==> config.mk <==
export PLATFORM = sky130hd
export DESIGN_NAME = gamma_pixel_sequencer
export DESIGN_NICKNAME = d
export VERILOG_FILES = /design/src/rtl/gamma_pixel_sequencer.sv
export SDC_FILE = /design/constraint.sdc
export NUM_CORES = 1
export LEC_CHECK = 0
export CAP_MARGIN = 20
export CORE_MARGIN = 2
export CORE_UTILIZATION = 50
export DETAILED_ROUTE_END_ITERATION = 10
export MAX_ROUTING_LAYER = met4
export PLACE_DENSITY = 0.85
export SLEW_MARGIN = 10
export SYNTH_ARGS = -nofsm -noshare
export SYNTH_HDL_FRONTEND = slang
export SYNTH_SLANG_ARGS = --single-unit
==> constraint.sdc <==
create_clock -name clk -period 4.5 [get_ports clk]
set_input_delay 0.9 -clock clk [delete_from_list [all_inputs] [get_ports clk]]
set_output_delay 0.9 -clock clk [all_outputs]
set_load 0.05 [all_outputs]
==> src/rtl/gamma_pixel_sequencer.sv <==
// Shares one registered gamma LUT across R, G and B of each pixel and reassembles the corrected pixel.
// The optional raw pass-through path is enabled by defining GAMMA_PIXEL_BYPASS_EN.
module gamma_pixel_sequencer #(
   parameter int COLOR_RES   = 8,
   parameter int LUT_LATENCY = 1,
   parameter bit OUT_GRB     = 1'b1
) (
   input  logic                   clk,
   input  logic                   rst_n,
   input  logic                   in_valid,
   output logic                   in_ready,
   input  logic [3*COLOR_RES-1:0] in_rgb,
`ifdef GAMMA_PIXEL_BYPASS_EN
   input  logic                   bypass,
`endif
   output logic [COLOR_RES-1:0]   lut_addr,
   input  logic [COLOR_RES-1:0]   lut_data,
   output logic                   out_valid,
   input  logic                   out_ready,
   output logic [3*COLOR_RES-1:0] out_rgb,
   output logic                   busy
);
   localparam int W = COLOR_RES;

   typedef enum logic [1:0] {IDLE, ISSUE, WAIT, HOLD} state_t;

   state_t                 state_reg, state_next;
   logic [1:0]             issue_cnt_reg, issue_cnt_next;
   logic [1:0]             cap_cnt_reg;
   logic [3*W-1:0]         pix_reg;
   logic [W-1:0]           lut_addr_reg, lut_addr_next;
   logic [LUT_LATENCY-1:0] pipe_reg;
   logic                   accept;
   logic                   take_bypass;
   logic                   cap_fire;
   logic [W-1:0]           chan_val [3];

   assign accept   = in_valid && (state_reg == IDLE);
   assign cap_fire = pipe_reg[LUT_LATENCY-1];

`ifdef GAMMA_PIXEL_BYPASS_EN
   assign take_bypass = accept && bypass;
`else
   assign take_bypass = 1'b0;
`endif

   always_comb begin
      state_next     = state_reg;
      issue_cnt_next = issue_cnt_reg;
      lut_addr_next  = lut_addr_reg;
      case (state_reg)
         IDLE: begin
            if (accept) begin
               issue_cnt_next = '0;
               if (take_bypass) begin
                  state_next = HOLD;
               end else begin
                  // R goes out on the accept edge so it is on the bus in the first ISSUE cycle
                  state_next    = ISSUE;
                  lut_addr_next = in_rgb[3*W-1 -: W];
               end
            end
         end
         ISSUE: begin
            case (issue_cnt_reg)
               2'd0:    lut_addr_next = pix_reg[2*W-1 -: W];
               2'd1:    lut_addr_next = pix_reg[W-1:0];
               default: lut_addr_next = lut_addr_reg;
            endcase
            if (issue_cnt_reg == 2'd2) begin
               state_next     = WAIT;
               issue_cnt_next = '0;
            end else begin
               issue_cnt_next = issue_cnt_reg + 2'd1;
            end
         end
         WAIT: begin
            if (cap_fire && (cap_cnt_reg == 2'd2)) begin
               state_next = HOLD;
            end
         end
         HOLD: begin
            if (out_ready) begin
               state_next = IDLE;
            end
         end
         default: state_next = IDLE;
      endcase
   end

   always_ff @(posedge clk or negedge rst_n) begin
      if (!rst_n) begin
         state_reg     <= IDLE;
         issue_cnt_reg <= '0;
         lut_addr_reg  <= '0;
         pix_reg       <= '0;
         cap_cnt_reg   <= '0;
         pipe_reg      <= '0;
      end else begin
         state_reg     <= state_next;
         issue_cnt_reg <= issue_cnt_next;
         lut_addr_reg  <= lut_addr_next;
         if (accept) begin
            pix_reg <= in_rgb;
         end
         // Issue marker delayed by the LUT latency marks the cycle each lookup result is valid
         pipe_reg[0] <= (state_reg == ISSUE);
         for (int i = 1; i < LUT_LATENCY; i++) begin
            pipe_reg[i] <= pipe_reg[i-1];
         end
         if (cap_fire) begin
            cap_cnt_reg <= (cap_cnt_reg == 2'd2) ? 2'd0 : cap_cnt_reg + 2'd1;
         end
      end
   end

   // Channel 0 = R, 1 = G, 2 = B
   generate
      for (genvar gi = 0; gi < 3; gi++) begin : gen_chan
         logic [W-1:0] chan_reg;
         always_ff @(posedge clk or negedge rst_n) begin
            if (!rst_n) begin
               chan_reg <= '0;
            end else if (take_bypass) begin
               chan_reg <= in_rgb[(3-gi)*W-1 -: W];
            end else if (cap_fire && (cap_cnt_reg == 2'(gi))) begin
               chan_reg <= lut_data;
            end
         end
         assign chan_val[gi] = chan_reg;
      end
   endgenerate

   assign in_ready  = (state_reg == IDLE);
   assign busy      = (state_reg != IDLE);
   assign out_valid = (state_reg == HOLD);
   assign lut_addr  = lut_addr_reg;
   assign out_rgb   = OUT_GRB ? {chan_val[1], chan_val[0], chan_val[2]}
                              : {chan_val[0], chan_val[1], chan_val[2]};
endmodule

==> run_results.csv, run 1 <==
group,metric,value,unit
setup_path,cp-end-kind,"primary output",
floorplan,core_area,4410,um^2
synthesis,synth_cells,162,
clock_tree,cts_root_buffer,"clkbuf_8",
synthesis,synth-edff-count,0,
clock_tree,cts_resized,0,
placement,gp_congestion,0.720,
clock_tree,cts_buffers,5,
detailed_routing,drt-vias-per-instance,5.17,
final_layout,area_growth,37.4,%
placement,hpwl,3030,um
sta,tightest_slew,0.699,ns
sta,rsz0062_at_grt,"false",
floorplan,io_pins,71,
synthesis,async_reset_ff_share,100,%
floorplan,die_y,72.2,um
synthesis,netlist_top_cells_area,"dfrtp_1, mux2_2, mux2i_1",
sta,period_share,62.5,%
synthesis,synth.cells.most_frequent,"dfrtp_1, mux2_2, a21o_1",
clock_tree,cts_setup_buffers,0,
setup_path,crit_arrival,1.91,ns
synthesis,synth_top_flop_cell,"dfrtp_1",
run_status,status,"completed",
clock_tree,clk_pin_slew_worst_paths,0.09,ns
sta,fmax,355,MHz
sta,hold_viol_final,0,
grt,grt_pass1_wl,7000,um
synthesis,yosys.area.top_type_share,59.2,%
floorplan,die_w,72.2,um
sta,setup_tns,0,ns
setup_path,cp.required,3.60,ns
final_layout,fillers,313,
setup_path,cpPeakStageDelay,0.83,ns
clock_tree,cts_tree,"done",
floorplan,rows,24,
final_layout,largest_register_ff_count,24,
final_layout,utilization,72.4,%
placement,io_buffer_count,70,
setup_path,cp_max_fo,5,
power_and_ir_drop,ir_drop,0.360,mV
floorplan,initial_core_util,52.7,%
clock_tree,clk-insertion-delay-late,0.31,ns
synthesis,synth_top_cell_by_area,"dfrtp_1",
synthesis,synth_seq_area_share,59.2,%
sta,max_slew_margin,53.2,%
flow_run,maxCapViolCount,0,
clock_tree,clock_path_buffers,2,
sta,setup_viol,0,
detailed_routing,drc,0,
sta,period_needed,2.81,ns
grt,grt_pass1_vias,1523,
detailed_routing,final_antenna_net_count,0,
sta,skew,0.00853,ns
final_layout,diodes,0,
synthesis,synth.avg_cell_area,14.4,um^2
grt,antenna_found_initial,0,
power_and_ir_drop,power_per_cell_area,883,nW/um^2
detailed_routing,drt_iter0_drc,75,
setup_path,crit_chain,"inv_1, ha_1, clkdlybuf4s50_1",
synthesis,synth_nets,203,
clock_tree,htreeDepth,2,
detailed_routing,routed_wirelength,4090,um
final_layout,drive_gt1_share,23.0,%
grt,grt_use_total,18.2,%
grt,grt_max_degree,56,
setup_path,worst-setup-path-type,"flop to primary output",
sta,report.final.slew_viol_count,0,
synthesis,yosysUniqueCellTypes,25,
synthesis,yosysWarnings,0,
detailed_routing,wl_per_cell,14.2,um
clock_tree,cts.sinks,55,
power_and_ir_drop,leakagePower,0.00143,uW
synthesis,synth_most_common_cell,"dfrtp_1",
clock_tree,cts_hold_buf,0,
synthesis,synth_seq_cells,55,
detailed_routing,dr.pass1.iters,4,
hold_path,hold_class,"flop to flop",
floorplan,die_area,5210,um^2
grt,grt_overflow,0,
synthesis,syn_area,2330,um^2
final_layout,layout.nets,275,
setup_path,startpoint_type,"flop",
setup_path,crit_slowest_cell,"clkdlybuf4s50_1",
detailed_routing,vias,1483,
path summary, 6_finish.rpt:
path                               from                      end  slack [ns]  depth (start not counted)
max in group asynchronous         rst_n         issue_cnt_reg[1]        3.36                          2
max reg2reg                state_reg[1]              lut_addr[6]        2.29                          6
max                        state_reg[0]                 in_ready        1.69                          3
min in group asynchronous         rst_n  gen_chan[1].chan_reg[0]        0.70                          2
min                         lut_addr[7]              lut_addr[7]        0.48                          1
min reg2reg                 lut_addr[7]              lut_addr[7]        0.48                          1
placed cells by master (no fill, tap or decap), drive strengths merged, types with 2 or more instances in the layout:
cell           synthesis  final
mux2i                  9      9
dfrtp                 55     55
inv                    6      6
ha                     5      5
a211oi                 8      8
buf                    5      2
clkbuf                 1      5
a21o                  10     10
bufinv                 0      2
nand2b                 2      2
mux2                  42     42
clkdlybuf4s50          0     69
nor2                   8      8
where the power goes:
group	switching, uW	internal, uW	total (uW)
clock	156	222	377
sequential	142	749	891
combinational	917	638	1550
critical path, delay by kind of cell (launching register included):
family	cells	cell delay [ns]
flip-flops	1	0.42
buffers and inverters	2	0.94
adder cells (fa/ha/maj)	1	0.24
logic make-up (layout without fill, tap and decap cells):
family / count (synthesis) / in the layout / synth area share (%)
AOI/OAI and AO/OA: 23 / 23 / 7.96
adders and majority gates: 5 / 5 / 2.69
buffers and inverters: 12 / 85 / 2.47
DFF: 55 / 55 / 59.2
muxes: 51 / 51 / 24.2
and+or+nand+nor: 16 / 16 / 3.50
per-layer routing:
metal	wire length, um	vias to the layer above	track usage [%]
met4	37	0	3.77
met3	297	4	5.83
met2	1970	57	29.7
met5	0	-	-
li1	-	722	-
met1	1780	700	22.4
through the flow:
step / area [um^2] / hold slack (ns) / power, uW / setup slack (ns) / instances
2_1_floorplan: 2330 / 0.447 / 2000 / 2.20 / 162
3_3_place_gp: 3060 / 0.463 / 2440 / 2.04 / 279
3_5_place_dp: 3060 / 0.465 / 2470 / 2.02 / 279
4_1_cts: 3200 / 0.487 / 2860 / 1.67 / 287
5_1_grt: 3200 / 0.517 / 2990 / 1.58 / 287
6_report: 3200 / 0.479 / 2820 / 1.69 / 287
layout make-up:
type / count / area (um^2) / share of cell area, %
sequential: 55 / 1380 / 43.1
multi-input combinational: 95 / 892 / 27.9
timing repair buffer: 71 / 703 / 22.0
clock buffer: 5 / 68.8 / 2.15
clock inverter: 3 / 67.6 / 2.11
tap: 52 / 65.1 / 2.04
inverter: 6 / 22.5 / 0.705
Note: power is estimated with default switching activity, not from simulation.
==> run 2: changes to the inputs <==
--- a/config.mk
+++ b/config.mk
@@ -7,10 +7,10 @@
 export LEC_CHECK = 0
 export CAP_MARGIN = 20
 export CORE_MARGIN = 2
-export CORE_UTILIZATION = 50
+export CORE_UTILIZATION = 42
 export DETAILED_ROUTE_END_ITERATION = 10
 export MAX_ROUTING_LAYER = met4
-export PLACE_DENSITY = 0.85
+export PLACE_DENSITY = 0.76
 export SLEW_MARGIN = 10
 export SYNTH_ARGS = -nofsm -noshare
 export SYNTH_HDL_FRONTEND = slang
==> constraint.sdc (replaced) <==
create_clock -name clk -period 2.3 [get_ports clk]
set_input_delay 0.46 -clock clk [delete_from_list [all_inputs] [get_ports clk]]
set_output_delay 0.46 -clock clk [all_outputs]
set_load 0.05 [all_outputs]
==> run_results.csv, run 2 (synthesis results as in run 1) <==
group,metric,value,unit
placement,io_buffer_count,70,
power_and_ir_drop,power_frac_comb,57.6,%
setup_path,startpoint_type,"flop",
detailed_routing,wl_per_cell,14.0,um
final_layout,fillers,454,
final_layout,layout.nets,278,
placement,hpwl,3230,um
sta,skew,0.00760,ns
power_and_ir_drop,swShare,44.4,%
sta,rsz0062_at_grt,"false",
power_and_ir_drop,leakagePower,0.00143,uW
sta,max_slew_margin,54.9,%
grt,grt_overflow,0,
floorplan,die_y,78.4,um
setup_path,worst-setup-path-type,"flop to primary output",
detailed_routing,met3WireLength,264,um
detailed_routing,top_layer,"met4",
detailed_routing,final_antenna_net_count,0,
detailed_routing,drc,0,
power_and_ir_drop,ir_drop,0.772,mV
final_layout,final_cell_mix,"clkdlybuf4s50_1, dfrtp_1, mux2_2",
grt,grt_pass1_wl,7230,um
detailed_routing,routed_wirelength,4330,um
grt,grt_pass1_vias,1536,
clock_tree,clk_pin_slew_worst_paths,0.09,ns
setup_path,crit_arrival,1.69,ns
final_layout,largest_register_ff_count,24,
setup_path,cp-end-kind,"primary output",
clock_tree,cts_buffers,5,
sta,fin_ws,0.149,ns
sta,report.final.slew_viol_count,0,
floorplan,die_w,78.4,um
run_status,status,"completed",
sta,fmax,465,MHz
flow_run,maxCapViolCount,0,
setup_path,cp.required,1.84,ns
power_and_ir_drop,sequentialPowerShare,32.6,%
final_layout,final_common_cell,"clkdlybuf4s50_1",
final_layout,utilization,58.6,%
power_and_ir_drop,p_total,5340,uW
clock_tree,cts_resized,0,
clock_tree,cts.sinks,55,
hold_path,hold_class,"input port to async pin",
placement,gp_congestion,0.730,
clock_tree,cts_setup_buffers,0,
detailed_routing,dr.pass1.iters,3,
clock_tree,htreeDepth,2,
final_layout,area_growth,37.1,%
floorplan,core_area,5440,um^2
grt,antenna_found_initial,0,
power_and_ir_drop,p_switching,2370,uW
power_and_ir_drop,p_clk_share,9.8,%
sta,setup_tns,0,ns
detailed_routing,wl_met1,2030,um
power_and_ir_drop,power_per_cell_area,1670,nW/um^2
clock_tree,cts_hold_buf,0,
sta,setup_viol,0,
sta,period_share,93.5,%
clock_tree,clock_path_buffers,2,
floorplan,rows,27,
power_and_ir_drop,p_int,2970,uW
placement,dpl_worst_slack,0.355,ns
floorplan,initial_core_util,42.8,%
sta,hold_viol_final,0,
sta,tightest_slew,0.677,ns
grt,grt_max_degree,56,
sta,period_needed,2.15,ns
detailed_routing,route.met2.wl,2010,um
final_layout,diodes,0,
final_layout,drive_gt1_share,24.5,%
detailed_routing,drt-vias-per-instance,4.91,
detailed_routing,drt_iter0_drc,36,
detailed_routing,vias,1516,
setup_path,cp_max_fo,4,
grt,grt_use_total,15.5,%
floorplan,io_pins,71,
clock_tree,cts_root_buffer,"clkbuf_8",
clock_tree,clk-insertion-delay-late,0.30,ns
clock_tree,cts_tree,"done",
floorplan,die_area,6150,um^2
==> run 2: final timing paths <==
path,from,end,slack (ns),cells after the start
max,state_reg[0],out_valid,0.15,2
min in group clk,lut_addr[2],lut_addr[2],0.49,1
min reg2reg,lut_addr[2],lut_addr[2],0.49,1
max in group asynchronous,rst_n,pix_reg[10],1.57,2
max reg2reg,state_reg[0],lut_addr[1],0.44,6
min,rst_n,gen_chan[1].chan_reg[0],0.28,2
==> run 2: per-stage QoR <==
| step | cell area [um^2] | hold WS (ns) | instances |
|---|---|---|---|
| after CTS | 3190 | 0.303 | 309 |
| final | 3190 | 0.276 | 309 |
| after floorplan | 2330 | 0.164 | 162 |
| after global placement | 3100 | 0.460 | 302 |
| after global routing | 3190 | 0.328 | 309 |
| after detailed placement | 3100 | 0.469 | 302 |
==> run 2: cell type report <==
class                      count  area (um^2)  area share [%]
sequential                    55         1380            43.2
clock inverter                 1         5.00           0.157
multi-input combinational     95          892            28.0
timing repair buffer          74          721            22.6
tap                           72         90.1            2.82
inverter                       6         22.5           0.706
clock buffer                   6         82.6            2.59
==> run 2: power by group through the flow <==
stage	clock [uW]	sequential, uW	combinational [uW]
CTS	542	1740	3110
global placement	0	1750	3060
detailed placement	0	1760	3100
global route	594	1810	3250
floorplan	0	2720	1200
finish	524	1740	3070
==> run 2: critical path, stage by stage (launching register included) <==
cell and delay (ns):
dfrtp_1 0.40, ha_1 0.19, clkdlybuf4s50_1 0.80
==> run 2: layer usage <==
layer	up-vias	global-route usage [%]
met5	-	-
met4	0	3.68
met3	4	4.14
met2	59	24.7
met1	726	20.0
li1	727	-
==> run 3: changes to the inputs <==
--- a/config.mk
+++ b/config.mk
@@ -11,6 +11,7 @@
 export DETAILED_ROUTE_END_ITERATION = 10
 export MAX_ROUTING_LAYER = met4
 export PLACE_DENSITY = 0.76
+export RECOVER_POWER = 25
 export SLEW_MARGIN = 10
 export SYNTH_ARGS = -nofsm -noshare
 export SYNTH_HDL_FRONTEND = slang
==> run_results.csv, run 3 (synthesis results as in run 1) <==
group,metric,value,unit
run_status,status,"completed",
final_layout,regArea,1380,um^2
sta,hold_viol_final,0,
sta,max_slew_margin,12.2,%
grt,grt_pass1_vias,1536,
clock_tree,cts_hold_buf,0,
sta,report.final.slew_viol_count,0,
setup_path,startpoint_type,"flop",
clock_tree,cts_setup_buffers,0,
detailed_routing,vias,1517,
power_and_ir_drop,p_clk_share,9.8,%
floorplan,rows,27,
placement,gp_congestion,0.730,
setup_path,crit_slowest_cell,"clkdlybuf4s50_1",
setup_path,crit_arrival,1.69,ns
power_and_ir_drop,ir_drop,0.772,mV
floorplan,initial_core_util,42.8,%
detailed_routing,drt_iter0_drc,38,
clock_tree,cts_resized,0,
clock_tree,cts.sinks,55,
detailed_routing,dr.pass1.iters,3,
clock_tree,cts_buffers,5,
power_and_ir_drop,p_int,2970,uW
final_layout,stdcell_area,3180,um^2
sta,fmax,465,MHz
detailed_routing,drc,0,
clock_tree,htreeDepth,2,
sta,period_needed,2.15,ns
sta,skew,0.00760,ns
final_layout,layout.nets,278,
floorplan,io_pins,71,
detailed_routing,routed_wirelength,4330,um
final_layout,area_growth,36.8,%
floorplan,die_w,78.4,um
setup_path,cp.required,1.84,ns
floorplan,die_area,6150,um^2
power_and_ir_drop,leakagePower,0.00143,uW
grt,grt_overflow,0,
clock_tree,cts_root_buffer,"clkbuf_8",
sta,rsz0062_at_grt,"false",
clock_tree,clock_path_buffers,2,
sta,setup_viol,0,
placement,place_area,3100,um^2
final_layout,diodes,0,
sta,setup_tns,0,ns
setup_path,cp_max_fo,4,
floorplan,die_y,78.4,um
final_layout,fillers,455,
power_and_ir_drop,p_switching,2360,uW
grt,grt_pass1_wl,7230,um
flow_run,maxCapViolCount,0,
detailed_routing,wl_per_cell,14.0,um
placement,hpwl,3230,um
setup_path,crit_chain,"ha_1, clkdlybuf4s50_1",
final_layout,final_common_cell,"clkdlybuf4s50_1",
final_layout,drive_gt1_share,24.1,%
setup_path,cp-end-kind,"primary output",
clock_tree,clk_pin_slew_worst_paths,0.09,ns
power_and_ir_drop,swShare,44.3,%
clock_tree,cts_tree,"done",
detailed_routing,final_antenna_net_count,0,
sta,period_share,93.5,%
power_and_ir_drop,sequentialPowerShare,32.6,%
final_layout,multiInputGateArea,887,um^2
sta,tightest_slew,1.32,ns
setup_path,cpPeakStageDelay,0.80,ns
grt,grt_use_total,15.5,%
power_and_ir_drop,power_per_cell_area,1680,nW/um^2
setup_path,worst-setup-path-type,"flop to primary output",
floorplan,core_area,5440,um^2
final_layout,largest_register_ff_count,24,
grt,antenna_found_initial,0,
power_and_ir_drop,power_frac_comb,57.6,%
clock_tree,clk-insertion-delay-late,0.30,ns
grt,grt_max_degree,56,
placement,io_buffer_count,70,
detailed_routing,drt-vias-per-instance,4.91,
hold_path,hold_class,"flop to flop",
final_layout,final_cell_mix,"clkdlybuf4s50_1, dfrtp_1, mux2_2",
[run 3: layout make-up]
| class | count | area share [%] |
|---|---|---|
| Timing Repair Buffer | 74 | 22.6 |
| Tap cell | 72 | 2.83 |
| Clock buffer | 6 | 2.60 |
| Clock inverter | 1 | 0.157 |
| Sequential cell | 55 | 43.3 |
| Inverter | 6 | 0.708 |
| Multi-Input combinational cell | 95 | 27.9 |
[run 3: path summary, 6_finish.rpt]
check,from,to,slack (ns),cells past startpoint
worst min register to register,lut_addr[2],lut_addr[2],0.49,1
worst min-delay path,lut_addr[2],lut_addr[2],0.49,1
max in group asynchronous,rst_n,pix_reg[10],0.98,2
worst max register to register,state_reg[0],lut_addr[1],0.44,6
worst max-delay path,state_reg[0],out_valid,0.15,2
min in group asynchronous,rst_n,gen_chan[1].chan_reg[0],0.53,2
[run 3: critical path, delay by kind of cell (launching register included)]
| family | cells | cell delay [ns] |
|---|---|---|
| buffers and inverters | 1 | 0.80 |
| adder cells (fa/ha/maj) | 1 | 0.19 |
| flip-flops | 1 | 0.40 |
[run 3: through the flow]
step,power [uW],worst slack (ns),utilization [%],hold WS [ns],std cells
floorplan,3920,0.249,-,0.164,162
global placement,4800,0.396,57.0,0.460,302
detailed placement,4860,0.355,57.0,0.469,302
CTS,5390,0.129,58.6,0.303,309
global route,5650,0.0833,58.5,0.510,309
finish,5330,0.149,58.5,0.488,309
[run 3: power groups by stage]
stage               logic, uW  clock network, uW  registers (uW)
floorplan                1200                  0            2720
global placement         3060                  0            1750
detailed placement       3100                  0            1760
CTS                      3110                542            1740
global route             3250                594            1800
finish                   3070                524            1740
[run 3: layer usage]
| metal | routed length (um) | GRT usage [%] | vias to the layer above | share of wire (%) |
|---|---|---|---|---|
| li1 | - | - | 726 | - |
| met1 | 2020 | 20.0 | 728 | 47 |
| met2 | 2010 | 24.7 | 59 | 46 |
| met3 | 264 | 4.14 | 4 | 6.1 |
| met4 | 28 | 3.68 | 0 | 0.65 |
| met5 | 0 | - | - | 0 |
